### config.mk
export PLATFORM = sky130hd
export DESIGN_NAME = vector_delta_accum_flat
export DESIGN_NICKNAME = d
export VERILOG_FILES = /design/src/rtl/vector_delta_accum_pkg.sv /design/src/rtl/vector_delta_accum_if.sv /design/src/rtl/accum_lane_add.sv /design/src/rtl/vector_delta_accum.sv /design/src/flat_wrapper.sv
export SDC_FILE = /design/constraint.sdc
export NUM_CORES = 1
export LEC_CHECK = 0
export CORE_MARGIN = 2
export CORE_UTILIZATION = 47
export CTS_CLUSTER_SIZE = 24
export DETAILED_ROUTE_END_ITERATION = 12
export PLACE_DENSITY = 0.87
export SYNTH_ARGS = -nofsm -noshare
export SYNTH_HDL_FRONTEND = slang
export SYNTH_SLANG_ARGS = --single-unit
### constraint.sdc
create_clock -name clk -period 20 [get_ports clk]
set_input_delay 5 -clock clk [delete_from_list [all_inputs] [get_ports clk]]
set_output_delay 5 -clock clk [all_outputs]
set_load 0.03 [all_outputs]
### src/rtl/vector_delta_accum_pkg.sv
// Shared types and constants for the lane-serial delta accumulator.
// Saturating accumulation is enabled by defining VECTOR_DELTA_ACCUM_SATURATE_EN.
package vector_delta_accum_pkg;

    typedef enum logic [1:0] {
        IDLE  = 2'd0,
        ACCUM = 2'd1,
        OUT   = 2'd2
    } state_t;

    localparam int DEF_WIDTH = 32;
    localparam int DEF_LEN   = 8;

    // Element index width; never narrower than one bit.
    function automatic int idx_w(input int len);
        return ($clog2(len) < 1) ? 1 : $clog2(len);
    endfunction

    localparam logic [DEF_WIDTH-1:0] SAT_MAX = {1'b0, {(DEF_WIDTH-1){1'b1}}};
    localparam logic [DEF_WIDTH-1:0] SAT_MIN = {1'b1, {(DEF_WIDTH-1){1'b0}}};

endpackage

### src/rtl/vector_delta_accum_if.sv
// Input/output valid-ready bundle of the delta accumulator.
// The master side produces difference vectors and consumes results.
interface vector_delta_accum_if #(
    parameter int WIDTH = 32,
    parameter int LEN   = 8
);
    logic             in_valid;
    logic             in_ready;
    logic             in_load;
    logic [WIDTH-1:0] in_diff [LEN-1:0];
    logic             out_valid;
    logic             out_ready;
    logic [WIDTH-1:0] out_vec [LEN-1:0];

    modport master (
        output in_valid, in_load, in_diff, out_ready,
        input  in_ready, out_valid, out_vec
    );

    modport slave (
        input  in_valid, in_load, in_diff, out_ready,
        output in_ready, out_valid, out_vec
    );
endinterface

### src/rtl/accum_lane_add.sv
// Shared element adder with load bypass.
// VECTOR_DELTA_ACCUM_SATURATE_EN selects signed saturating addition.
module accum_lane_add
    import vector_delta_accum_pkg::*;
#(
    parameter int WIDTH = DEF_WIDTH
) (
    input  logic [WIDTH-1:0] i_a,
    input  logic [WIDTH-1:0] i_b,
    input  logic             i_load,
    output logic [WIDTH-1:0] o_sum
);
    logic [WIDTH-1:0] w_raw;
    logic [WIDTH-1:0] w_add;

    assign w_raw = i_a + i_b;

`ifdef VECTOR_DELTA_ACCUM_SATURATE_EN
    localparam logic [WIDTH-1:0] LIM_MAX = {1'b0, {(WIDTH-1){1'b1}}};
    localparam logic [WIDTH-1:0] LIM_MIN = {1'b1, {(WIDTH-1){1'b0}}};

    logic w_ovf;

    // Overflow only when operands share a sign the result lost.
    assign w_ovf = (i_a[WIDTH-1] == i_b[WIDTH-1]) &&
                   (w_raw[WIDTH-1] != i_a[WIDTH-1]);
    assign w_add = !w_ovf ? w_raw :
                   (i_a[WIDTH-1] ? LIM_MIN : LIM_MAX);
`else
    assign w_add = w_raw;
`endif

    assign o_sum = i_load ? i_b : w_add;
endmodule

### src/rtl/vector_delta_accum.sv
// Lane-serial vector delta accumulator: acc[i] += diff[i], one element per cycle.
// Build option: VECTOR_DELTA_ACCUM_SATURATE_EN (saturating adds).
module vector_delta_accum
    import vector_delta_accum_pkg::*;
#(
    parameter int WIDTH = DEF_WIDTH,
    parameter int LEN   = DEF_LEN
) (
    input logic                 clk,
    input logic                 rst,
    vector_delta_accum_if.slave bus
);
    localparam int              IW   = idx_w(LEN);
    localparam logic [IW-1:0]   LAST = IW'(LEN - 1);

    state_t           r_state;
    state_t           w_next;
    logic [IW-1:0]    r_idx;
    logic             r_load;
    logic [WIDTH-1:0] r_diff [LEN-1:0];
    logic [WIDTH-1:0] r_acc  [LEN-1:0];
    logic [WIDTH-1:0] w_sum;
    logic             w_in_ready;
    logic             w_out_valid;
    logic             w_take;

    accum_lane_add #(.WIDTH(WIDTH)) u_add (
        .i_a    (r_acc[r_idx]),
        .i_b    (r_diff[r_idx]),
        .i_load (r_load),
        .o_sum  (w_sum)
    );

    always_comb begin
        w_next      = r_state;
        w_in_ready  = 1'b0;
        w_out_valid = 1'b0;
        unique case (r_state)
            IDLE: begin
                w_in_ready = 1'b1;
                if (bus.in_valid) w_next = ACCUM;
            end
            ACCUM: begin
                if (r_idx == LAST) w_next = OUT;
            end
            OUT: begin
                w_out_valid = 1'b1;
                if (bus.out_ready) w_next = IDLE;
            end
            default: w_next = IDLE;
        endcase
    end

    assign w_take        = w_in_ready && bus.in_valid;
    assign bus.in_ready  = w_in_ready;
    assign bus.out_valid = w_out_valid;
    assign bus.out_vec   = r_acc;

    always_ff @(posedge clk or posedge rst) begin
        if (rst) r_state <= IDLE;
        else     r_state <= w_next;
    end

    always_ff @(posedge clk or posedge rst) begin
        if (rst) begin
            r_idx  <= '0;
            r_load <= 1'b0;
            for (int i = 0; i < LEN; i++) begin
                r_acc[i]  <= '0;
                r_diff[i] <= '0;
            end
        end else if (w_take) begin
            r_diff <= bus.in_diff;
            r_load <= bus.in_load;
            r_idx  <= '0;
        end else if (r_state == ACCUM) begin
            r_acc[r_idx] <= w_sum;
            r_idx        <= (r_idx == LAST) ? '0 : r_idx + 1'b1;
        end
    end
endmodule

### src/flat_wrapper.sv
// flat-port wrapper written by rule: the top's interface ports become plain ports
module vector_delta_accum_flat import vector_delta_accum_pkg::*;
#(
    parameter int WIDTH = DEF_WIDTH,
    parameter int LEN   = DEF_LEN
)
  (clk, rst, bus_in_valid, bus_in_load, bus_in_diff, bus_out_ready, bus_in_ready, bus_out_valid, bus_out_vec);
  vector_delta_accum_if #(.WIDTH(WIDTH), .LEN(LEN)) bus_i ();
  input logic clk;
  input logic rst;
  input wire logic [$bits(bus_i.in_valid)-1:0] bus_in_valid;
  input wire logic [$bits(bus_i.in_load)-1:0] bus_in_load;
  input wire logic [$bits(bus_i.in_diff)-1:0] bus_in_diff;
  input wire logic [$bits(bus_i.out_ready)-1:0] bus_out_ready;
  output wire logic [$bits(bus_i.in_ready)-1:0] bus_in_ready;
  output wire logic [$bits(bus_i.out_valid)-1:0] bus_out_valid;
  output wire logic [$bits(bus_i.out_vec)-1:0] bus_out_vec;
  assign bus_i.in_valid = bus_in_valid;
  assign bus_i.in_load = bus_in_load;
  assign bus_i.in_diff = {>>{bus_in_diff}};
  assign bus_i.out_ready = bus_out_ready;
  assign bus_in_ready = bus_i.in_ready;
  assign bus_out_valid = bus_i.out_valid;
  assign bus_out_vec = {>>{bus_i.out_vec}};
  vector_delta_accum #(.WIDTH(WIDTH), .LEN(LEN)) u_core (.clk(clk), .rst(rst), .bus(bus_i));
endmodule
Word-level counts from Yosys, hierarchy flattened
Cells that the tools add are included.
{ "classes": {"n_addsub": 2, "order_cmp": 2, "eq_ne": 6, "n_mux": 17, "bitwise": 1, "reduce_logical": 6} }
{ "ops": {"columns": ["cell", "count"], "rows": [
  ["$bwmux W256", 1],
  ["$bmux W32 S3", 2],
  ["$mux W32", 4],
  ["$demux W32 S3", 1],
  ["$add A32 B32 Y32", 1],
  ["$mux W3", 3],
  ["$mux W2", 3],
  ["$ne A2 B2 Y1 const B", 3],
  ["$pmux W2 S3", 1],
  ["$lt A3 B4 Y1 const B", 1],
  ["$add A3 B1 Y3 const B", 1],
  ["$eq A3 B3 Y1 const B", 1],
  ["$ge A3 B1 Y1 const B", 1],
  ["$reduce_and A3 Y1", 1],
  ["$eq A2 B1 Y1 const B", 1],
  ["$eq A2 B2 Y1 const B", 1],
  ["$logic_and A1 B1 Y1", 2],
  ["$logic_not A2 Y1", 1],
  ["$mux W1", 2],
  ["$reduce_and A2 Y1", 1],
  ["$reduce_bool A2 Y1", 1],
  ["$not A1 Y1", 1]
]} }
{ "totals": {"regBits": 518, "out_inout_bits": 258} }

Longest topological paths before layout
Gate-level depths: netlist (run 1).
{ "logic_depth": {"ltp_word": 5, "mapped_depth": 19, "mapped_depth_nobuf": 12} }

Hierarchy
From an unflattened synthesis (run 1), not the netlist that was laid out.
{ "unflattened": {"hier_cells": 1645, "hier_area_um2": 25191.7} }
{ "by_module_without_submodules": {"columns": ["module", "instances", "cells_each", "area_each_um2", "seq_area_each_um2"], "rows": [
  ["vector_delta_accum", 1, 1344, 23055.9, 12962.4],
  ["accum_lane_add", 1, 301, 2135.8, 0.0]
]} }

Least setup slack after synthesis (run 1)
No wires, ideal clock.
{ "synth_path": {"path_type": "input to register", "start": "input bus_in_valid", "end": "register u_core.r_diff[209] (netlist bit)", "arrival_time_ns": 6.338, "required_ns": 19.875, "slack_ns": 13.538, "stages": 5, "path_buffers": 3, "path_cell_list": "and2_1 -> clkbuf_1 -> clkbuf_1 -> buf_1 -> mux2_2"} }
{ "synth_between": {"elab_chain_cells": 1} }
{ "synth_lines": {"columns": ["element", "line", "text"], "rows": [
  ["start: declaration", "flat_wrapper.sv:11", "input wire logic [$bits(bus_i.in_valid)-1:0] bus_in_valid;"],
  ["$logic_and A1 B1 Y1", "vector_delta_accum.sv:54", "assign w_take = w_in_ready && bus.in_valid;"],
  ["end signal: assignment", "vector_delta_accum.sv:73", "r_diff <= bus.in_diff;"],
  ["end: declaration", "vector_delta_accum.sv:20", "logic [WIDTH-1:0] r_diff [LEN-1:0];"]
]} }
No other way between the ends.
A chain may end at the register's enable or synchronous reset.

==> flow_summary.ini, run 1 <==
[global_route]
grt_pass1_wl_um = 120800
grt_max_degree = 183
grt_usage_pct = 28.27
antenna_found_initial = 6
grt_use_met1_pct = 35.05
grtUsageMet3_pct = 7.279
grt-busiest-layer = met2
grt-ovfl-total = 0
grtUsageMet2_pct = 47.57
first_global_vias = 19913

[synth]
synth_area_leader_cell = dfrtp_1
async_flop_share_pct = 100.0
syn_nets = 2317
synth_cells = 2022
yosysWarnings = 0
synth_top_area_share_pct = 51.21
ys_top_cells_by_area = dfrtp_1 (51%), mux2_2 (16%), mux4_2 (11%), nand2_1 (5.4%), o21ai_0 (3.2%)
avgSynthCellArea_um2 = 12.52
synth-seq-cells = 518
synth_edf_count = 0
seq_area_frac_synth_pct = 51.21
ys_top_cells_by_count = dfrtp_1 (518), mux2_2 (367), nand2_1 (362)
synthMostInstantiatedCell = dfrtp_1
synth_flop_cell = dfrtp_1
syn_area_um2 = 25310
synth.distinct_cells = 64

[hold_path]
min_to = u_core.bus.out_vec[156]
worstHoldPathCells = 2
hp-start = u_core.bus.out_vec[156]
hold_class = reg -> reg

[critical_path]
arrival_ns = 8.70
crit_required_ns = 20.53
ff2ff_setup_slack_ns = 13.46
end_kind = asynchronous set/reset pin
crit_type = in -> async
r2r-start = u_core.r_idx[0]
cp_max_fo = 90
cp-start-kind = input pin
r2r_end = u_core.bus.out_vec[14]
reg2regPathDepth = 14

[placed_design]
place_hpwl_um = 56680
port_buffers = 518
place_congestion = 0.9198

[cells_and_area]
synthToLayoutAreaGrowth_pct = 29.81
ff_latch_area_um2 = 12970
n_fill_cell = 3910
multi_input_area_um2 = 11760
nNetsFinal = 2790
layout-drive-gt1-share_pct = 25.52

[sta]
worst_slew_pin_slew_ns = 1.456
fmax_mhz = 122.4
skew_ns = 0.02614
finalSetupViolCount = 0
drv_slew = 0
period_minus_slack_ns = 8.172
slew-limit-headroom_pct = 1.883
post-route-period-util_pct = 40.86
rsz0062_at_grt = no
hold_viol = 0
fin_setup_tns_ns = 0

[cts]
clock-sinks = 518
numCtsBuffers = 53
clockBufferDepth = 3
cts_tree = built
ctsResizeCount = 0
clock_latency_ns = 0.61
cts_setup_buffers = 0
htree_levels = 2
root_buffer = clkbuf_16
postCtsHoldBufs = 0
clk_pin_slew_worst_paths_ns = 0.06

[floorplanning]
initial_core_util_pct = 47.32
die_y_um = 236.1
ioPinCount = 519
fp-row-count = 85
dieArea_um2 = 55730
core_um2 = 53500
die_w_um = 236.1

[flow_run]
maxCapViolations = 0

[route]
drcViolationCount = 0
wirelength_um = 78890
vias = 19045
first_iter_violations = 1420
via_per_inst = 5.887
drtPass1Iterations = 5
ant_nets = 0
wl_per_cell_um = 24.39

[outcome]
status = completed
[stage by stage]
stage	hold WS (ns)	std cells	setup WS, ns	area (um2)	utilization, %
2_1_floorplan	0.4752	2022	0.5300	25310	-
3_3_place_gp	0.4768	3136	11.33	31080	58.11
3_5_place_dp	0.4890	3136	11.18	31080	58.11
4_1_cts	0.5015	3231	11.78	32850	61.40
5_1_grt	0.5189	3232	11.35	32850	61.41
6_report	0.5023	3235	11.83	32860	61.42
[flip-flops by register name, indices dropped and copies added, names as in the netlist]
register / count
u_core.r_idx: 3
u_core.r_diff: 256
u_core.r_load: 1
u_core.bus.out_vec: 256
u_core.r_state: 2
[how the worst max path moves through the flow]
stage	start	endpoint	slack [ns]	cells past startpoint
4_1_cts	rst	u_core.r_diff[221]	11.78	5
3_3_place_gp	rst	u_core.r_diff[126]	11.33	5
5_1_grt	rst	u_core.r_diff[124]	11.35	5
6_report	rst	u_core.r_diff[123]	11.83	5
2_1_floorplan	rst	u_core.bus.out_vec[0]	0.53	1
3_5_place_dp	rst	u_core.r_diff[122]	11.18	5
[cell families after synthesis]
group	after synthesis	synth area share [%]
and+or+nand+nor	480	7.810
adders and majority gates	34	1.710
buffers and inverters	145	2.462
DFF	518	51.21
AOI/OAI and AO/OA	311	7.618
muxes	517	28.60
xor gates and xnor gates	17	0.5883
[worst max-delay path: stages]
cell,delay (ns)
clkdlybuf4s50_1,0.49
inv_8,0.43
buf_4,0.77
buf_4,0.79
buf_4,0.95
[metal layers]
metal | vias up | part of all wire [%]
met4 | 6 | 3.9
met3 | 189 | 8.1
met2 | 870 | 49
met1 | 9704 | 38
met5 | - | 0.056
li1 | 8276 | -
[final cells by class]
type	instances	share of cell area, %
clock buffer	70	4.505
tap	696	2.650
sequential	518	39.49
inverter	17	0.2171
clock inverter	25	0.8606
antenna	4	0.03046
multi-input combinational	1359	35.79
timing repair buffer	546	16.46
[cells in the final DEF (no fill, tap or decap), drive strengths merged, types with 8 or more instances in the layout]
cell type / instances
a2111oi: 10
a211oi: 18
a21o: 14
a21oi: 48
and3: 8
buf: 28
clkbuf: 70
clkdlybuf4s50: 518
clkinv: 14
dfrtp: 518
ha: 33
inv: 19
mux2: 367
mux2i: 22
mux4: 128
nand2: 362
nand3: 12
nor2: 45
nor3: 17
o211ai: 8
o21ai: 166
o21bai: 8
xnor2: 15
Power of run 1 is left out: the tool's default activity adds up to more than one toggle a clock period on the data nets, which glitch-free logic cannot reach.
==> run 2, diff against run 1 <==
==> constraint.sdc (replaced) <==
create_clock -name clk -period 7.3 [get_ports clk]
set_input_delay 1.825 -clock clk [delete_from_list [all_inputs] [get_ports clk]]
set_output_delay 1.825 -clock clk [all_outputs]
set_load 0.03 [all_outputs]
==> flow_summary.ini, run 2 (synthesis results as in run 1) <==
[outcome]
status = completed

[sta]
period_minus_slack_ns = 5.579
rsz0062_at_grt = no
hold_viol = 0
slew-limit-headroom_pct = 26.03
skew_ns = 0.01068
fmax_mhz = 179.2
finalSetupViolCount = 0
worst_slew_pin_slew_ns = 1.110
drv_slew = 0
post-route-period-util_pct = 76.43

[cells_and_area]
post-route-util_pct = 61.81
nNetsFinal = 2798
layout-drive-gt1-share_pct = 25.74
layoutNonFillerInstCount = 3243
final_common_cell = clkdlybuf4s50_1
mostFrequentLayoutCells = clkdlybuf4s50_1 (518), dfrtp_1 (514), mux2_2 (367)
synthToLayoutAreaGrowth_pct = 30.63
n_fill_cell = 3887

[cts]
cts_tree = built
numCtsBuffers = 53
clk_pin_slew_worst_paths_ns = 0.07
root_buffer = clkbuf_16
cts_setup_buffers = 0
clock-sinks = 518
postCtsHoldBufs = 0
htree_levels = 2
clock_latency_ns = 0.59
ctsResizeCount = 0
clockBufferDepth = 3

[critical_path]
cp-start-kind = flop
crit_type = reg -> reg
ff2ff_setup_slack_ns = 1.72
end_kind = flop
cp_max_fo = 35
crit_required_ns = 7.82
arrival_ns = 6.10

[global_route]
grt-ovfl-total = 0
grt_usage_pct = 29.14
first_global_vias = 20402
antenna_found_initial = 9
grt_pass1_wl_um = 123700
grt_max_degree = 166

[route]
wl_per_cell_um = 25.03
vias = 19315
wirelength_um = 81160
drtPass1Iterations = 8
drcViolationCount = 0
via_per_inst = 5.956
first_iter_violations = 1504
ant_nets = 0

[floorplanning]
die_w_um = 236.1
ioPinCount = 519
core_um2 = 53500
dieArea_um2 = 55730
initial_core_util_pct = 47.32
die_y_um = 236.1
fp-row-count = 85

[placed_design]
place_congestion = 0.9327
dp.cells = 3144
port_buffers = 518
place_hpwl_um = 58550

[hold_path]
hold_class = reg -> reg

[flow_run]
maxCapViolations = 0
-- run 2: changes by cell type in the layout (fill, tap and decap cells not counted), sizes merged --
cell	previous run	this run
clkbuf	70	73
clkinv	14	10
buf	28	36
bufinv	5	8
diode	4	2
-- run 2: path summary, 6_finish.rpt --
kind                                    startpoint                 endpoint  cells after the start
worst max-delay path               u_core.r_idx[0]  u_core.bus.out_vec[152]                     13
worst min-delay path            u_core.r_diff[135]       u_core.r_diff[135]                      1
worst max register to register     u_core.r_idx[0]  u_core.bus.out_vec[152]                     13
worst min register to register  u_core.r_diff[135]       u_core.r_diff[135]                      1
max in group asynchronous                      rst        u_core.r_diff[60]                      3
min in group asynchronous                      rst   u_core.bus.out_vec[12]                      2
-- run 2: stage by stage --
| step | TNS (ns) | instance area (um2) | worst slack, ns | hold slack, ns |
|---|---|---|---|---|
| final | 0 | 33060 | 1.721 | 0.5020 |
| after global routing | 0 | 33060 | 1.432 | 0.5103 |
| after CTS | 0 | 33060 | 1.730 | 0.5022 |
| after detailed placement | 0 | 31170 | 1.761 | 0.4898 |
| after global placement | 0 | 31170 | 1.786 | 0.4761 |
| after floorplan | -808.73 | 25320 | -1.561 | 0.4752 |
-- run 2: area by class of cell --
class	count	area [um2]	share of cell area [%]
antenna	2	5.005	0.01514
timing repair buffer	554	5505	16.65
multi-input combinational	1359	11750	35.55
tap	696	870.8	2.634
inverter	17	67.56	0.2043
clock buffer	73	1533	4.636
clock inverter	24	354.1	1.071
sequential	518	12970	39.24
-- run 2: critical path, stage by stage (launching register included) --
cell and delay (ns):
dfrtp_4 0.93, buf_4 0.48, mux4_2 0.55, mux2_2 0.31, ha_1 0.25, fa_1 0.42, a21o_1 0.24, a221oi_2 0.41
or3_4 0.24, a211oi_2 0.09, o21ai_2 0.44, a211oi_1 0.17, a311oi_2 0.62, mux2_2 0.32
-- run 2: per-layer routing --
metal | up-vias | global-route usage (%) | wire (um)
li1 | 8298 | - | -
met1 | 9807 | 35.97 | 30700
met2 | 1010 | 48.68 | 39990
met3 | 188 | 8.379 | 7511
met4 | 12 | 11.06 | 2890
met5 | - | 0 | 73
Power of run 2 is left out for the same reason.
==> run 3, diff against run 2 <==
--- a/config.mk
+++ b/config.mk
@@ -6,10 +6,10 @@
 export NUM_CORES = 1
 export LEC_CHECK = 0
 export CORE_MARGIN = 2
-export CORE_UTILIZATION = 47
+export CORE_UTILIZATION = 52
 export CTS_CLUSTER_SIZE = 24
 export DETAILED_ROUTE_END_ITERATION = 12
-export PLACE_DENSITY = 0.87
+export PLACE_DENSITY = 0.91
 export SYNTH_ARGS = -nofsm -noshare
 export SYNTH_HDL_FRONTEND = slang
 export SYNTH_SLANG_ARGS = --single-unit
==> constraint.sdc (replaced) <==
create_clock -name clk -period 5.3 [get_ports clk]
set_input_delay 1.325 -clock clk [delete_from_list [all_inputs] [get_ports clk]]
set_output_delay 1.325 -clock clk [all_outputs]
set_load 0.03 [all_outputs]
==> flow_summary.ini, run 3 (synthesis results as in run 1) <==
[route]
top_layer_used = met5
first_iter_violations = 1935
wl_per_cell_um = 26.75
via_per_inst = 6.267
vias = 19999
dr_wl_met2_um = 42250
drtPass1Iterations = 7
wirelength_um = 85360
drcViolationCount = 0
ant_nets = 0
m1WireLength_um = 32210
dr_wl_met3_um = 7910

[critical_path]
path_depth = 12
slowest_delay_ns = 0.66
path_buf_inv = 1
r2r_end = u_core.bus.out_vec[251]
crit_end = u_core.bus.out_vec[251]
crit_type = reg -> reg
ff2ff_setup_slack_ns = 0.30
reg2regPathDepth = 12
arrival_ns = 5.46
path_cells = buf_12 > mux4_2 > mux2_2 > ha_1 > a21oi_2 > o211ai_1 > a31oi_1 > o31ai_2 > a31oi_1 > a21oi_1 > mux2i_2 > a21oi_1
end_kind = flop
cp-start-kind = flop
r2r-start = u_core.r_idx[0]
crit_required_ns = 5.76
cp_max_fo = 59
path_delay_family = compound AO/OA/AOI/OAI gates
crit_start = u_core.r_idx[0]
cp_slowest_cell = dfrtp_4

[global_route]
grt_usage_pct = 33.98
grt_pass1_wl_um = 128500
grt-ovfl-total = 0
grt_max_degree = 97
antenna_found_initial = 10
first_global_vias = 20721

[floorplanning]
ioPinCount = 519
fp-row-count = 80
dieArea_um2 = 50460
initial_core_util_pct = 52.90
die_w_um = 224.6
die_y_um = 224.6
core_um2 = 47850

[cts]
numCtsBuffers = 53
cts_tree = built
postCtsHoldBufs = 0
ctsResizeCount = 0
cts_setup_buffers = 0
clock_latency_ns = 0.61
root_buffer = clkbuf_16
clk_pin_slew_worst_paths_ns = 0.06
clock-sinks = 518
clockBufferDepth = 3
htree_levels = 2

[hold_path]
hp-start = u_core.bus.out_vec[100]
hold_class = reg -> reg

[placed_design]
place_ws_ns = 0.4246
dp.cells = 3089
place_congestion = 0.9519
place_hpwl_um = 61470
port_buffers = 518

[cells_and_area]
synthToLayoutAreaGrowth_pct = 31.09
n_fill_cell = 3174
layoutNonFillerInstCount = 3191
nNetsFinal = 2824
layout-drive-gt1-share_pct = 26.42
final_common_cell = clkdlybuf4s50_1
post-route-util_pct = 69.35
mostFrequentLayoutCells = clkdlybuf4s50_1 (518), dfrtp_1 (514), mux2_2 (367)

[sta]
fmax_mhz = 200.0
post-route-period-util_pct = 94.34
skew_ns = 0.01256
period_minus_slack_ns = 5.000
rsz0062_at_grt = no
drv_slew = 0
setup_ws_ns = 0.2998
finalSetupViolCount = 0
worst_slew_pin_slew_ns = 1.195
fin_setup_tns_ns = 0
hold_viol = 0
slew-limit-headroom_pct = 20.19

[flow_run]
maxCapViolations = 0

[outcome]
status = completed
run 3: worst register-to-register path, delay by kind of cell (launching register included):
family                     cells  cell delay [ns]
AOI/OAI and AO/OA              7             1.81
muxes                          3             1.49
DFF                            1             0.66
adders and majority gates      1             0.45
buffers and inverters          1             0.44
run 3: worst min-delay path by stage:
stage	cells after the start	to
floorplan	1	u_core.r_diff[128]
global placement	2	u_core.bus.out_vec[156]
detailed placement	1	u_core.r_diff[215]
CTS	2	u_core.bus.out_vec[252]
global route	1	u_core.r_diff[242]
finish	2	u_core.bus.out_vec[100]
run 3: through the flow:
| stage | cell area, um2 | hold slack, ns |
|---|---|---|
| after global placement | 31310 | 0.4764 |
| final | 33180 | 0.4991 |
| after CTS | 33170 | 0.5013 |
| after detailed placement | 31310 | 0.4906 |
| after floorplan | 25320 | 0.4752 |
| after global routing | 33170 | 0.5133 |
run 3: layer usage:
layer | vias to the layer above | GRT usage, %
li1 | 8352 | -
met1 | 10114 | 43.75
met2 | 1286 | 56.93
met3 | 239 | 8.256
met4 | 8 | 11.19
met5 | - | 0
run 3: final cells by class:
class | count | area, um2 | area share [%]
Antenna cell | 6 | 15.01 | 0.04525
Clock inverter | 23 | 315.3 | 0.9503
Multi-Input combinational cell | 1359 | 11750 | 35.40
Clock buffer | 73 | 1541 | 4.646
Sequential cell | 518 | 12970 | 39.10
Inverter | 17 | 67.56 | 0.2036
Timing Repair Buffer | 580 | 5751 | 17.33
Tap cell | 615 | 769.5 | 2.319
Power of run 3 is left out for the same reason.
